[src/rtl/spm_master_pkg.sv]
// ---------------------------------------------------------------------------
// spm_master_pkg
// Shared definitions for the single-port-memory burst master.
//   - state_t and its four state constants (IDLE, WRITE, READ, DONE)
//   - RD_FIFO_DEPTH : number of read beats that may be buffered or in flight
//   - CREDIT_W      : width that can hold 0..RD_FIFO_DEPTH (FIFO count and
//                     the read credit sum)
//   - PTR_W         : FIFO pointer width
// ---------------------------------------------------------------------------
package spm_master_pkg;

  typedef logic [1:0] state_t;

  localparam state_t ST_IDLE  = 2'd0;
  localparam state_t ST_WRITE = 2'd1;
  localparam state_t ST_READ  = 2'd2;
  localparam state_t ST_DONE  = 2'd3;

  localparam int RD_FIFO_DEPTH = 4;
  localparam int CREDIT_W      = $clog2(RD_FIFO_DEPTH + 1);
  localparam int PTR_W         = $clog2(RD_FIFO_DEPTH);

endpackage

[src/rtl/spm_rd_fifo.sv]
// ---------------------------------------------------------------------------
// spm_rd_fifo
// Small synchronous FIFO that buffers read beats between the memory capture
// point and the read-data stream.
// Ports:
//   i_clk        clock, rising edge
//   i_rst_n      asynchronous active-low reset (empties the FIFO)
//   i_push       write i_push_data into the tail
//   i_push_data  data captured from the memory
//   i_pop        remove the head entry (only honoured when not empty)
//   o_pop_data   head entry, stable until popped
//   o_empty      no entries held
//   o_count      number of entries held (0..RD_FIFO_DEPTH)
// ---------------------------------------------------------------------------
module spm_rd_fifo
  import spm_master_pkg::*;
#(
  parameter int DATA_WIDTH = 8
) (
  input  logic                  i_clk,
  input  logic                  i_rst_n,
  input  logic                  i_push,
  input  logic [DATA_WIDTH-1:0] i_push_data,
  input  logic                  i_pop,
  output logic [DATA_WIDTH-1:0] o_pop_data,
  output logic                  o_empty,
  output logic [CREDIT_W-1:0]   o_count
);

  logic [DATA_WIDTH-1:0] r_mem [RD_FIFO_DEPTH];
  logic [PTR_W-1:0]      r_wr_ptr;
  logic [PTR_W-1:0]      r_rd_ptr;
  logic [CREDIT_W-1:0]   r_count;

  logic w_full;
  logic w_push_ok;
  logic w_pop_ok;

  assign w_full    = (r_count == CREDIT_W'(RD_FIFO_DEPTH));
  assign o_empty   = (r_count == '0);
  // The master never pushes into a full FIFO, but a push alongside a pop
  // is still accepted so a full FIFO can stream at full rate.
  assign w_push_ok = i_push && (!w_full || i_pop);
  assign w_pop_ok  = i_pop && !o_empty;

  assign o_pop_data = r_mem[r_rd_ptr];
  assign o_count    = r_count;

  // Storage array; cleared on reset so the head reads as zero while empty.
  always_ff @(posedge i_clk or negedge i_rst_n) begin
    if (!i_rst_n) begin
      for (int i = 0; i < RD_FIFO_DEPTH; i++) begin
        r_mem[i] <= '0;
      end
    end else if (w_push_ok) begin
      r_mem[r_wr_ptr] <= i_push_data;
    end
  end

  // Pointers wrap naturally because the depth is a power of two.
  always_ff @(posedge i_clk or negedge i_rst_n) begin
    if (!i_rst_n) begin
      r_wr_ptr <= '0;
      r_rd_ptr <= '0;
      r_count  <= '0;
    end else begin
      if (w_push_ok) begin
        r_wr_ptr <= r_wr_ptr + PTR_W'(1);
      end
      if (w_pop_ok) begin
        r_rd_ptr <= r_rd_ptr + PTR_W'(1);
      end
      case ({w_push_ok, w_pop_ok})
        2'b10:   r_count <= r_count + CREDIT_W'(1);
        2'b01:   r_count <= r_count - CREDIT_W'(1);
        default: r_count <= r_count;
      endcase
    end
  end

endmodule

[src/rtl/spm_burst_master.sv]
// ---------------------------------------------------------------------------
// spm_burst_master
// Burst engine driving a single-port synchronous memory. One command at a
// time; write beats arrive on a valid/ready stream and are written one per
// cycle, read beats are fetched ahead into a small FIFO and streamed out.
// Ports:
//   i_clk, i_rst_n              clock / asynchronous active-low reset
//   i_cmd_valid, o_cmd_ready    command handshake (ready only when idle)
//   i_cmd_write                 1 = write burst, 0 = read burst
//   i_cmd_addr                  burst base address
//   i_cmd_len                   beats minus one
//   i_wdata_valid, o_wdata_ready, i_wdata   write beat stream
//   o_rdata_valid, i_rdata_ready, o_rdata   read beat stream
//   o_busy                      engine not idle
//   o_done                      one-cycle pulse when a burst completes
//   o_mem_wr_en, o_mem_rd_en, o_mem_address, o_mem_wr_data   memory port
//   i_mem_rd_data               memory read data (valid the cycle after rd_en)
// ---------------------------------------------------------------------------
module spm_burst_master
  import spm_master_pkg::*;
#(
  parameter int DATA_WIDTH = 8,
  parameter int ADDR_WIDTH = 8,
  parameter int LEN_WIDTH  = 4
) (
  input  logic                  i_clk,
  input  logic                  i_rst_n,
  input  logic                  i_cmd_valid,
  output logic                  o_cmd_ready,
  input  logic                  i_cmd_write,
  input  logic [ADDR_WIDTH-1:0] i_cmd_addr,
  input  logic [LEN_WIDTH-1:0]  i_cmd_len,
  input  logic                  i_wdata_valid,
  output logic                  o_wdata_ready,
  input  logic [DATA_WIDTH-1:0] i_wdata,
  output logic                  o_rdata_valid,
  input  logic                  i_rdata_ready,
  output logic [DATA_WIDTH-1:0] o_rdata,
  output logic                  o_busy,
  output logic                  o_done,
  output logic                  o_mem_wr_en,
  output logic                  o_mem_rd_en,
  output logic [ADDR_WIDTH-1:0] o_mem_address,
  output logic [DATA_WIDTH-1:0] o_mem_wr_data,
  input  logic [DATA_WIDTH-1:0] i_mem_rd_data
);

  // One extra bit so a full 2^LEN_WIDTH beat count fits.
  localparam int BEAT_W = LEN_WIDTH + 1;

  state_t                r_state;
  logic [ADDR_WIDTH-1:0] r_addr;
  logic [BEAT_W-1:0]     r_issue_left;
  logic [BEAT_W-1:0]     r_pop_left;
  logic                  r_mem_wr_en;
  logic                  r_mem_rd_en;
  logic [ADDR_WIDTH-1:0] r_mem_address;
  logic [DATA_WIDTH-1:0] r_mem_wr_data;
  logic                  r_rd_pipe;

  logic                  w_fifo_empty;
  logic [CREDIT_W-1:0]   w_fifo_count;
  logic [DATA_WIDTH-1:0] w_fifo_data;
  logic                  w_rbeat_fire;
  logic [CREDIT_W-1:0]   w_credit_used;
  logic                  w_can_issue;

  assign o_cmd_ready   = (r_state == ST_IDLE);
  assign o_busy        = (r_state != ST_IDLE);
  assign o_done        = (r_state == ST_DONE);
  assign o_wdata_ready = (r_state == ST_WRITE);
  assign o_rdata_valid = (r_state == ST_READ) && !w_fifo_empty;
  assign o_rdata       = w_fifo_data;

  assign o_mem_wr_en   = r_mem_wr_en;
  assign o_mem_rd_en   = r_mem_rd_en;
  assign o_mem_address = r_mem_address;
  assign o_mem_wr_data = r_mem_wr_data;

  assign w_rbeat_fire = o_rdata_valid && i_rdata_ready;

  // Every entry already buffered plus every read still on its way from the
  // memory (issued last cycle, or returning this cycle) holds a FIFO slot.
  // A pop in the same cycle is deliberately not credited: it costs nothing
  // at full throughput and keeps the FIFO provably overflow-free.
  assign w_credit_used = w_fifo_count + CREDIT_W'(r_mem_rd_en) + CREDIT_W'(r_rd_pipe);
  assign w_can_issue   = (r_state == ST_READ) && (r_issue_left != '0) &&
                         (w_credit_used < CREDIT_W'(RD_FIFO_DEPTH));

  // Control state and burst counters. r_issue_left counts beats still to be
  // accepted in a write burst, or reads still to be issued in a read burst.
  // The first read is issued directly from the command handshake so data
  // reaches the stream three cycles after the command.
  always_ff @(posedge i_clk or negedge i_rst_n) begin
    if (!i_rst_n) begin
      r_state      <= ST_IDLE;
      r_addr       <= '0;
      r_issue_left <= '0;
      r_pop_left   <= '0;
    end else begin
      case (r_state)
        ST_IDLE: begin
          if (i_cmd_valid) begin
            if (i_cmd_write) begin
              r_state      <= ST_WRITE;
              r_addr       <= i_cmd_addr;
              r_issue_left <= BEAT_W'(i_cmd_len) + BEAT_W'(1);
            end else begin
              r_state      <= ST_READ;
              r_addr       <= i_cmd_addr + ADDR_WIDTH'(1);
              r_issue_left <= BEAT_W'(i_cmd_len);
              r_pop_left   <= BEAT_W'(i_cmd_len) + BEAT_W'(1);
            end
          end
        end
        ST_WRITE: begin
          if (i_wdata_valid) begin
            r_addr       <= r_addr + ADDR_WIDTH'(1);
            r_issue_left <= r_issue_left - BEAT_W'(1);
            if (r_issue_left == BEAT_W'(1)) begin
              r_state <= ST_DONE;
            end
          end
        end
        ST_READ: begin
          if (w_can_issue) begin
            r_addr       <= r_addr + ADDR_WIDTH'(1);
            r_issue_left <= r_issue_left - BEAT_W'(1);
          end
          if (w_rbeat_fire) begin
            r_pop_left <= r_pop_left - BEAT_W'(1);
            if (r_pop_left == BEAT_W'(1)) begin
              r_state <= ST_DONE;
            end
          end
        end
        ST_DONE: begin
          r_state <= ST_IDLE;
        end
        default: begin
          r_state <= ST_IDLE;
        end
      endcase
    end
  end

  // Registered memory port. Enables default low every cycle; address and
  // write data only change when an access is issued, so they hold between
  // accesses. Write and read enables come from different states and can
  // never be high together.
  always_ff @(posedge i_clk or negedge i_rst_n) begin
    if (!i_rst_n) begin
      r_mem_wr_en   <= 1'b0;
      r_mem_rd_en   <= 1'b0;
      r_mem_address <= '0;
      r_mem_wr_data <= '0;
    end else begin
      r_mem_wr_en <= 1'b0;
      r_mem_rd_en <= 1'b0;
      if ((r_state == ST_IDLE) && i_cmd_valid && !i_cmd_write) begin
        r_mem_rd_en   <= 1'b1;
        r_mem_address <= i_cmd_addr;
      end else if ((r_state == ST_WRITE) && i_wdata_valid) begin
        r_mem_wr_en   <= 1'b1;
        r_mem_address <= r_addr;
        r_mem_wr_data <= i_wdata;
      end else if (w_can_issue) begin
        r_mem_rd_en   <= 1'b1;
        r_mem_address <= r_addr;
      end
    end
  end

  // One-bit pipe marking the cycle in which the memory returns valid data;
  // i_mem_rd_data is looked at in no other cycle.
  always_ff @(posedge i_clk or negedge i_rst_n) begin
    if (!i_rst_n) begin
      r_rd_pipe <= 1'b0;
    end else begin
      r_rd_pipe <= r_mem_rd_en;
    end
  end

  spm_rd_fifo #(
    .DATA_WIDTH (DATA_WIDTH)
  ) u_rd_fifo (
    .i_clk       (i_clk),
    .i_rst_n     (i_rst_n),
    .i_push      (r_rd_pipe),
    .i_push_data (i_mem_rd_data),
    .i_pop       (w_rbeat_fire),
    .o_pop_data  (w_fifo_data),
    .o_empty     (w_fifo_empty),
    .o_count     (w_fifo_count)
  );

endmodule

[config.mk]
export PLATFORM = sky130hd
export DESIGN_NAME = spm_burst_master
export DESIGN_NICKNAME = d
export VERILOG_FILES = /design/src/rtl/spm_master_pkg.sv /design/src/rtl/spm_rd_fifo.sv /design/src/rtl/spm_burst_master.sv
export SDC_FILE = /design/constraint.sdc
export NUM_CORES = 1
export LEC_CHECK = 0
export BUFFER_PORTS_ARGS = -buffer_cell sky130_fd_sc_hd__buf_2
export CORE_UTILIZATION = 45
export CTS_CLUSTER_SIZE = 25
export DETAILED_ROUTE_END_ITERATION = 7
export GPL_TIMING_DRIVEN = 0
export PLACE_DENSITY = 0.66
export SLEW_MARGIN = 20
export SYNTH_ARGS = -nofsm -noshare
export SYNTH_HDL_FRONTEND = slang
export SYNTH_SLANG_ARGS = --single-unit
[constraint.sdc]
create_clock -name i_clk -period 2.4 [get_ports i_clk]
set_input_delay 0 -clock i_clk [delete_from_list [all_inputs] [get_ports i_clk]]
set_output_delay 0 -clock i_clk [all_outputs]
set_load 0.005 [all_outputs]
; ---- After elaboration in Yosys (flattened, before gate mapping)
; Index checks and enable logic that the tools add are counted.
[word_totals]
reg_bits = 78
latchBits = 0
ram_bits = 0
rom_bits = 0
inputBits = 34
memories = 0
[classes]
n_addsub = 11
n_mul = 0
div_mod_pow = 0
order_cmp = 4
eq_ne = 15
shift = 0
mux = 36
bitwise_logic = 3
reduce_logical = 26
[op_table]
columns = cell, n
row1 = 8-bit two-way mux, 10
row2 = 5-bit two-way mux, 7
row3 = 32-bit bitwise mux, 1
row4 = 8-bit case mux with 3 select lines, 1
row5 = 8-bit by 1-bit adder with 8-bit output (second input constant), 2
row6 = 8-bit binary-select mux with 2-bit select, 1
row7 = 8-bit demux with 2-bit select, 1
row8 = 5-bit case mux with 3 select lines, 1
row9 = 2-bit two-way mux, 6
row10 = 5-bit by 1-bit == test with 1-bit output (second input constant), 2
row11 = 1-bit logical AND, 10
row12 = 5-bit case mux with 2 select lines, 1
row13 = 5-bit by 1-bit subtractor with 5-bit output (second input constant), 2
row14 = 2-bit != test (second input constant), 4
row15 = 2-bit case mux with 4 select lines, 1
row16 = 4-bit AND reduction, 2
row17 = 3-bit by 1-bit adder with 3-bit output, 2
row18 = 2-bit == test (second input constant), 3
row19 = 3-bit >= comparator (second input constant), 2
row20 = 2-bit by 1-bit != test with 1-bit output (second input constant), 3
row21 = 2-bit inverter with 3-bit output, 2
row22 = 3-bit case mux with 2 select lines, 1
row23 = 2-bit nonzero test, 3
row24 = 3-bit nonzero test, 2
row25 = other kinds (17), 25

; ---- Logic depth before layout (Yosys ltp)
; Gate-level depths: netlist (run 1).
[depth]
word_depth = 8
depth_mapped = 12
mapped_depth_nobuf = 11

; ---- Hierarchy
; Synthesis (run 1) repeated with hierarchy kept, for this count alone.
[hier_totals]
cells_unflattened = 361
area_unflattened_um2 = 4191.5
[modules_own_cells]
columns = module, n_inst, cells_each, area_each_um2, seq_area_each_um2
row1 = spm_burst_master, 1, 247, 2396.0, 975.9
row2 = spm_rd_fifo, 1, 114, 1795.5, 975.9

; ---- Worst setup path after synthesis (run 1)
; No wires, ideal clock.
[synth_path]
path_type = reg2reg
start = register r_state[0]
end = register u_rd_fifo.r_count[2] (netlist: u_rd_fifo.o_count[2])
setup_time_ns = 0.127
arrival_time_ns = 2.064
t_required_ns = 2.273
setup_slack_ns = 0.209
path_stages_with_launch = 13
n_path_buf = 1
synth_period_minus_slack_ns = 2.191
path_cell_list = dfrtp_1 -> inv_1 -> ha_1 -> clkbuf_1 -> nand2_1 -> a41oi_2 -> inv_1 -> ha_1 -> inv_1 -> fa_1 -> xor2_1 -> nor2_1 -> xor2_1
[synth_via]
elab_chain_len = 7
word_cells_on_any_way = 10
classes_between = eq/ne: 3 / mux: 1 / reduce/logical: 6
[synth_lines]
columns = item, line
row1 = from (decl), spm_burst_master.sv:51  ; state_t r_state;
row2 = from (signal assigned), spm_burst_master.sv:96  ; r_state <= ST_IDLE;
row3 = from (signal assigned), spm_burst_master.sv:105  ; r_state <= ST_WRITE;
row4 = from (signal assigned), spm_burst_master.sv:109  ; r_state <= ST_READ;
row5 = 2-bit == test (*), spm_burst_master.sv:72  ; assign o_rdata_valid = (r_state == ST_READ) && !w_fifo_empty;
row6 = 1-bit logical AND (*), spm_burst_master.sv:72
row7 = 1-bit logical AND (*), spm_burst_master.sv:80  ; assign w_rbeat_fire = o_rdata_valid && i_rdata_ready;
row8 = 1-bit logical OR, spm_rd_fifo.sv:43  ; assign w_push_ok = i_push && (!w_full || i_pop);
row9 = 1-bit logical AND, spm_rd_fifo.sv:43
row10 = 2-bit by 1-bit == test with 1-bit output / 2-bit == test (equally long branches), spm_rd_fifo.sv:73  ; case ({w_push_ok, w_pop_ok})
row11 = 3-bit case mux with 2 select lines / 2-bit nonzero test (equally long branches), --
row12 = to (signal assigned), spm_rd_fifo.sv:74  ; 2'b10: r_count <= r_count + CREDIT_W'(1);
row13 = to (signal assigned), spm_rd_fifo.sv:75  ; 2'b01: r_count <= r_count - CREDIT_W'(1);
row14 = to (signal assigned), spm_rd_fifo.sv:76  ; default: r_count <= r_count;
row15 = to (decl), spm_rd_fifo.sv:33  ; logic [CREDIT_W-1:0] r_count;
; Every way passes the cells marked *; elsewhere a longest branch is shown, timed or not.
; A chain may end at the register's enable or synchronous reset.

; ---- Worst setup path after layout (run 1)
[layout_path]
start = register r_issue_left[0]
end = register r_issue_left[3]
[layout_via]
elab_chain_len = 5
word_cells_on_any_way = 9
classes_between = add/sub: 1 / eq/ne: 1 / mux: 3 / reduce/logical: 4
[layout_lines]
columns = item, line
row1 = from (decl), spm_burst_master.sv:53  ; logic [BEAT_W-1:0] r_issue_left;
row2 = from (signal assigned), spm_burst_master.sv:107  ; r_issue_left <= BEAT_W'(i_cmd_len) + BEAT_W'(1);
row3 = from (signal assigned), spm_burst_master.sv:111  ; r_issue_left <= BEAT_W'(i_cmd_len);
row4 = from (signal assigned), spm_burst_master.sv:119  ; r_issue_left <= r_issue_left - BEAT_W'(1);
row5 = "parallel branches: the longest is 5 deep, another holds 5-bit by 1-bit subtractor with 5-bit output", --
; Several ways; the timed one is not identified. The select of a mux whose other input is x is not followed.

==> results.sh, run 1 <==
export IMPL_syn_num_nets=412
export IMPL_hold_viol_final=0
export IMPL_placedCellCount=532
export IMPL_routed_wl_mm=8.99
export IMPL_grt_start_max_net_pins=55
export IMPL_drtPass1Iterations=5
export IMPL_synth_edf_count=0
export IMPL_p_seq_share_pct=34.9
export IMPL_yosysSeqAreaShare_pct=46.3
export IMPL_synthToLayoutAreaGrowth_pct=21.7
export IMPL_cts_tree="built"
export IMPL_fin_crit_sh_pct=93.3
export IMPL_regArea_mm2=0.00195
export IMPL_required_ns=2.63
export IMPL_grt_pass1_vias=3228
export IMPL_initial_core_util_pct=47.4
export IMPL_clock_sinks=78
export IMPL_synthArstFlopShare_pct=100
export IMPL_gp_congestion=0.815
export IMPL_avgViaCountPerCell=5.49
export IMPL_worstSetupEndpointType="register"
export IMPL_cts_made_buffers=9
export IMPL_dp_hpwl_mm=6.29
export IMPL_hold_class="input port to register"
export IMPL_ir_worst_vdd_v=0.000600
export IMPL_arrival_ns=2.47
export IMPL_p_int_mw=4.34
export IMPL_whs_ns=0.0149
export IMPL_wl_per_cell_um=15.9
export IMPL_sw_frac_of_total_pct=38.0
export IMPL_die_h_um=98.7
export IMPL_fp_coreArea_mm2=0.00889
export IMPL_ys_warn_count=0
export IMPL_drt_iter0_drc=111
export IMPL_p_sw_mw=2.66
export IMPL_overflow=0
export IMPL_row_count=34
export IMPL_drv_slew=0
export IMPL_max_freq_ghz=0.447
export IMPL_critPathKind="register to register"
export IMPL_worstMarginPinSlew_ns=0.780
export IMPL_dp_slack_ns=-0.201
export IMPL_combPwrFrac_pct=49.3
export IMPL_ys_seq_elements=78
export IMPL_setup_tns_ns=0
export IMPL_worst_slack_ns=0.162
export IMPL_rsz0062_at_grt="no"
export IMPL_status="complete, no violations"
export IMPL_drv_cap=0
export IMPL_postSynthAreaPerCell_um2=11.7
export IMPL_postRouteAntennaNets=0
export IMPL_synth_ff_type="dfrtp_1"
export IMPL_final_setup_viol_count=0
export IMPL_synthDistinctLibCells=45
export IMPL_final_cells=565
export IMPL_ioPinCount=65
export IMPL_syn_instance_count=359
export IMPL_final_nets=505
export IMPL_start_kind="register"
export IMPL_grt_pass1_wl_mm=15.5
export IMPL_cts_root_buf="clkbuf_8"
export IMPL_nFillCells=742
export IMPL_clock_path_buffers=2
export IMPL_grtUsageTotal_pct=20.2
export IMPL_cts_htree_levels=3
export IMPL_power_density_mw_per_mm2=1370
export IMPL_multiInputGateArea_mm2=0.00216
export IMPL_critPathMaxFanout=10
export IMPL_die_area_mm2=0.00975
export IMPL_antennaDiodeCount=0
export IMPL_leakagePower_nw=2.30
export IMPL_drc=0
export IMPL_finalPower_mw=7.00
export IMPL_crit_path_max_incr_delay_ns=0.48
export IMPL_path_cells="inv_1 -> ha_1 -> or4b_1 -> and4_4 -> a2bb2oi_4 -> buf_6 -> nor4b_1 -> a211o_1"
export IMPL_insertion_delay_ns=0.35
export IMPL_power_frac_clock_pct=15.8
export IMPL_max_slew_margin_pct=48.0
export IMPL_portBuffers=64
export IMPL_antenna_found_initial=0
export IMPL_min_period_ns=2.24
export IMPL_cts_reportedPaths_clkPinSlew_ns=0.08
export IMPL_die_w_um=98.7
export IMPL_dr_total_vias=3103
export IMPL_cp_slowest_cell="or4b_1"
export IMPL_drive_gt1_share_pct=34.8
export IMPL_syn_area_mm2=0.00421
export IMPL_clock_skew_ns=0.00911
final timing paths:
kind                                                  start                                 to  slack [ns]  cells past startpoint
worst max-delay path            r_issue_left[0]$_DFFE_PN0P_        r_issue_left[3]$_DFFE_PN0P_        0.16                      8
worst min-delay path                          i_rdata_ready  u_rd_fifo.r_rd_ptr[0]$_DFFE_PN0P_        0.01                      3
worst max register to register  r_issue_left[0]$_DFFE_PN0P_        r_issue_left[3]$_DFFE_PN0P_        0.16                      8
worst min register to register        o_mem_rd_en$_DFF_PN0_                r_rd_pipe$_DFF_PN0_        0.46                      0
max in group asynchronous                           i_rst_n    u_rd_fifo.r_mem[19]$_DFFE_PN0P_        1.70                      3
min in group asynchronous                           i_rst_n              r_addr[5]$_DFFE_PN0P_        0.12                      2
cell type report:
cell class                 instances  area share (%)
timing repair buffer              83            10.3
clock inverter                     6            1.86
clock buffer                      10            2.49
sequential                        78            38.1
tap                              108            2.64
multi-input combinational        250            42.1
buffer                            13            1.32
inverter                          17            1.24
cell usage after synthesis (all sizes together) (4+ instances only):
cell,number,share of area (%)
a211o,8,1.7
a21oi,7,0.83
buf,5,0.86
clkbuf,9,0.80
dfrtp,78,46
ha,18,5.3
inv,17,1.5
mux2,57,15
mux2i,5,1.2
mux4,8,4.3
nand2,36,3.2
nand2b,4,0.59
nand3,14,1.7
nor2,6,0.53
nor2b,4,0.59
nor3,8,0.95
o21ai,16,1.9
o32ai,5,1.0
xnor2,9,1.9
xor2,9,1.9
placed cells by master, fill, tap and decap left out, types with 3 or more instances in the layout:
| cell | synthesis | routed |
|---|---|---|
| and3_1 | 3 | 3 |
| clkbuf_1 | 9 | 8 |
| dfrtp_1 | 78 | 78 |
| nand4_1 | 3 | 3 |
| o32ai_1 | 5 | 5 |
| inv_1 | 17 | 17 |
| a211o_1 | 8 | 8 |
| nand3_1 | 14 | 13 |
| nor2b_1 | 4 | 4 |
| a21oi_1 | 7 | 7 |
| clkbuf_8 | 0 | 9 |
| buf_2 | 2 | 65 |
| mux4_2 | 8 | 8 |
| o21ai_0 | 16 | 16 |
| dlygate4sd3_1 | 0 | 17 |
| mux2_2 | 57 | 57 |
| ha_1 | 18 | 17 |
| nand3b_1 | 3 | 3 |
| nand2b_1 | 4 | 4 |
| xor2_1 | 9 | 9 |
| mux2i_1 | 5 | 5 |
| nand4b_1 | 3 | 3 |
| nor3_1 | 8 | 8 |
| nand2_1 | 36 | 36 |
| xnor2_1 | 9 | 9 |
| nor2_1 | 6 | 6 |
per-layer routing:
layer | GRT usage [%] | wire length, um | part of all wire [%] | up-vias
met5 | 0 | 0 | 0 | -
met4 | 7.46 | 106 | 1.2 | 0
met3 | 3.62 | 487 | 5.4 | 10
met2 | 32.8 | 4410 | 49 | 84
met1 | 27.0 | 3990 | 44 | 1520
li1 | - | - | - | 1489
flip-flops by register name, indices dropped and copies added (netlist names), 3 cells and up:
name	cells
u_rd_fifo.r_mem	32
o_mem_address	8
o_mem_wr_data	8
r_addr	8
r_issue_left	5
r_pop_left	5
u_rd_fifo.o_count	3
through the flow:
| step | utilization (%) | area, um^2 |
|---|---|---|
| 2_1_floorplan | - | 4210 |
| 3_3_place_gp | 52.5 | 4670 |
| 3_5_place_dp | 52.8 | 4700 |
| 4_1_cts | 57.3 | 5100 |
| 5_1_grt | 57.7 | 5130 |
| 6_report | 57.7 | 5130 |
kinds of logic after synthesis:
kind of cell | count (synthesis) | share of synthesized area, %
AO/OA/AOI/OAI | 49 | 8.47
flip-flops | 78 | 46.3
multiplexers | 70 | 20.7
buffers and inverters | 31 | 3.18
AND/OR/NAND/NOR | 94 | 11.7
XOR/XNOR | 18 | 3.74
adder cells (fa/ha/maj) | 19 | 5.82
critical path, delay by kind of cell (launching register included):
kind | cells | cell delay [ns]
DFF | 1 | 0.43
AOI/OAI and AO/OA | 2 | 0.52
and+or+nand+nor | 3 | 0.75
adders and majority gates | 1 | 0.14
buffers and inverters | 2 | 0.28
power groups by stage:
stage               sequential (mW)  clock, mW  combinational (mW)
floorplan                      2.34          0                2.50
global placement               2.41          0                3.31
detailed placement             2.44          0                3.41
CTS                            2.42       1.13                3.47
global route                   2.52       1.17                3.88
finish                         2.44       1.11                3.45
what timing repair did:
action | CTS | global route
endpoints found under the setup margin | 11 | 17
hold buffers | 17 | 0
buffers inserted | 0 | 1
pin swaps | 0 | 2
endpoints found under the hold margin | 118 | 0
resized for setup | 2 | 4
Note: power is estimated with default switching activity, not from simulation.
==> run 2, diff against run 1 <==
PLACE_DENSITY = 0.68   (was 0.66)
RECOVER_POWER = 50   (was unset)
clock period = 2.05 ns   (was 2.4 ns; I/O delays follow)
==> run 2 against run 1 <==
Net effect:
- the flow now finishes with violations (negative setup slack)
- die area did not move
- wire length is 6.8% higher
- global-route usage up 0.60 points
- sequential power increased by 20%
- sequential share of layout area decreased by 1.9 points
- critical path depth is the same
- highest routed layer unchanged
- clock power grew 5%
- register-to-register slack lost 0.21 ns
- final cell count increased by 3.9%
==> results.sh, run 2 (synthesized netlist as in run 1, its figures left out) <==
export IMPL_leakagePower_nw=2.40
export IMPL_ioPinCount=65
export IMPL_dr_total_vias=3206
export IMPL_fin_crit_sh_pct=102
export IMPL_path_buf_inv=2
export IMPL_clock_skew_ns=0.0116
export IMPL_drc=0
export IMPL_clock_sinks=78
export IMPL_ir_worst_vdd_v=0.000651
export IMPL_p_seq_share_pct=33.1
export IMPL_crit_family="simple AND/OR/NAND/NOR gates"
export IMPL_overflow=0
export IMPL_row_count=34
export IMPL_antenna_found_initial=0
export IMPL_min_period_ns=2.10
export IMPL_power_density_mw_per_mm2=1630
export IMPL_dp_hpwl_mm=6.48
export IMPL_insertion_delay_ns=0.34
export IMPL_final_nets=527
export IMPL_required_ns=2.29
export IMPL_drv_cap=0
export IMPL_r2r_slack_ns=-0.05
export IMPL_routed_wl_mm=9.60
export IMPL_cts_made_buffers=9
export IMPL_max_freq_ghz=0.476
export IMPL_die_area_mm2=0.00975
export IMPL_power_frac_clock_pct=13.2
export IMPL_avgViaCountPerCell=5.46
export IMPL_cp_slowest_cell="or4b_4"
export IMPL_cts_htree_levels=3
export IMPL_setup_tns_ns=-0.347
export IMPL_status="complete, but fails checks"
export IMPL_grt_pass1_wl_mm=15.8
export IMPL_grt_start_max_net_pins=59
export IMPL_p_sw_mw=3.39
export IMPL_drv_slew=0
export IMPL_arrival_ns=2.34
export IMPL_cts_tree="built"
export IMPL_cts_root_buf="clkbuf_8"
export IMPL_final_common_cell="dfrtp_1"
export IMPL_synthToLayoutAreaGrowth_pct=28.1
export IMPL_finalPower_mw=8.82
export IMPL_path_cells="inv_2 -> ha_4 -> or4b_4 -> and4_4 -> a2bb2oi_4 -> buf_6 -> nor4b_1 -> a211o_1"
export IMPL_start_kind="register"
export IMPL_gp_congestion=0.785
export IMPL_hold_viol_final=0
export IMPL_postRouteAntennaNets=0
export IMPL_grt_pass1_vias=3267
export IMPL_drive_gt1_share_pct=42.2
export IMPL_violations="negative setup slack"
export IMPL_regMostFlops="u_rd_fifo.r_mem"
export IMPL_crit_path_max_incr_delay_ns=0.46
export IMPL_largest_reg_flops=32
export IMPL_critPathKind="register to register"
export IMPL_drtPass1Iterations=4
export IMPL_max_slew_margin_pct=8.57
export IMPL_nFillCells=701
export IMPL_rsz0062_at_grt="yes"
export IMPL_final_setup_viol_count=8
export IMPL_fp_coreArea_mm2=0.00889
export IMPL_worst_slack_ns=-0.0502
export IMPL_worstSetupEndpointType="register"
export IMPL_die_h_um=98.7
export IMPL_grtUsageTotal_pct=20.8
export IMPL_portBuffers=64
export IMPL_layout_common_cells="dfrtp_1 (77), buf_2 (62), mux2_2 (57)"
export IMPL_die_w_um=98.7
export IMPL_hold_class="input port to register"
export IMPL_critPathMaxFanout=6
export IMPL_wl_per_cell_um=16.4
export IMPL_antennaDiodeCount=0
export IMPL_initial_core_util_pct=47.4
export IMPL_clock_path_buffers=2
export IMPL_combPwrFrac_pct=53.7
export IMPL_p_int_mw=5.43
export IMPL_cts_reportedPaths_clkPinSlew_ns=0.09
export IMPL_worstMarginPinSlew_ns=1.37
export IMPL_drt_iter0_drc=178
export IMPL_sw_frac_of_total_pct=38.4
[run 2: final timing paths]
kind                                                     to                         from  depth (start not counted)
max                             r_issue_left[3]$_DFFE_PN0P_  r_issue_left[0]$_DFFE_PN0P_                          8
min                               r_pop_left[0]$_DFFE_PN0P_                 i_cmd_len[0]                          4
max reg2reg                     r_issue_left[3]$_DFFE_PN0P_  r_issue_left[0]$_DFFE_PN0P_                          8
min reg2reg                             r_rd_pipe$_DFF_PN0_        o_mem_rd_en$_DFF_PN0_                          0
max in group asynchronous  u_rd_fifo.o_count[0]$_DFFE_PN0P_                      i_rst_n                          2
min in group asynchronous       r_issue_left[3]$_DFFE_PN0P_                      i_rst_n                          2
[run 2: final cells by class]
class	count	area, um^2	area share (%)
plain buffers	13	83.8	1.55
inverters	17	63.8	1.18
clock inverters	6	70.1	1.30
flip-flops and latches	78	1950	36.2
well taps	108	135	2.50
multi-input cells	250	2260	41.9
repair buffers	105	701	13.0
clock buffers	10	128	2.36
[run 2: worst reg2reg max path, stage by stage, from the launching register on]
cell and delay (ns):
dfrtp_1 0.41, inv_2 0.09, ha_4 0.12, or4b_4 0.46, and4_4 0.17, a2bb2oi_4 0.25, buf_6 0.17, nor4b_1 0.05
a211o_1 0.27
[run 2: per-layer routing]
metal  vias to the layer above  part of all wire [%]  GRT usage, %
met4                         0                   1.9          7.23
met3                        19                   4.5          3.83
li1                       1538                     -             -
met2                        76                    50          34.7
met1                      1573                    44          27.1
met5                         -                     0             0
[run 2: repair_timing]
action / CTS / global route
endpoints found under the hold margin: 118 / 0
pin swaps: 6 / 6
cloned: 1 / 0
gates resized for setup: 19 / 24
buffers inserted: 14 / 8
hold buffers: 17 / 0
setup endpoints to repair: 44 / 39
[run 2: power by group through the flow]
stage | Sequential (mW) | Clock, mW | Combinational [mW]
floorplan | 2.75 | 0 | 2.98
global placement | 2.82 | 0 | 3.91
detailed placement | 2.87 | 0 | 4.08
CTS | 2.90 | 1.19 | 4.50
global route | 3.04 | 1.25 | 5.20
finish | 2.92 | 1.17 | 4.74
[run 2: metrics by stage]
| step | area [um^2] | hold slack (ns) | setup slack [ns] | util, % | instances |
|---|---|---|---|---|---|
| after floorplan | 4240 | -0.296 | 0.00148 | - | 359 |
| after global placement | 4700 | 0.231 | -0.481 | 52.8 | 531 |
| after detailed placement | 4730 | -0.0818 | -0.548 | 53.2 | 532 |
| after CTS | 5290 | 0.0210 | -0.0537 | 59.5 | 579 |
| after global routing | 5400 | 0.0701 | -0.134 | 60.7 | 587 |
| final | 5400 | 0.0473 | -0.0502 | 60.7 | 587 |
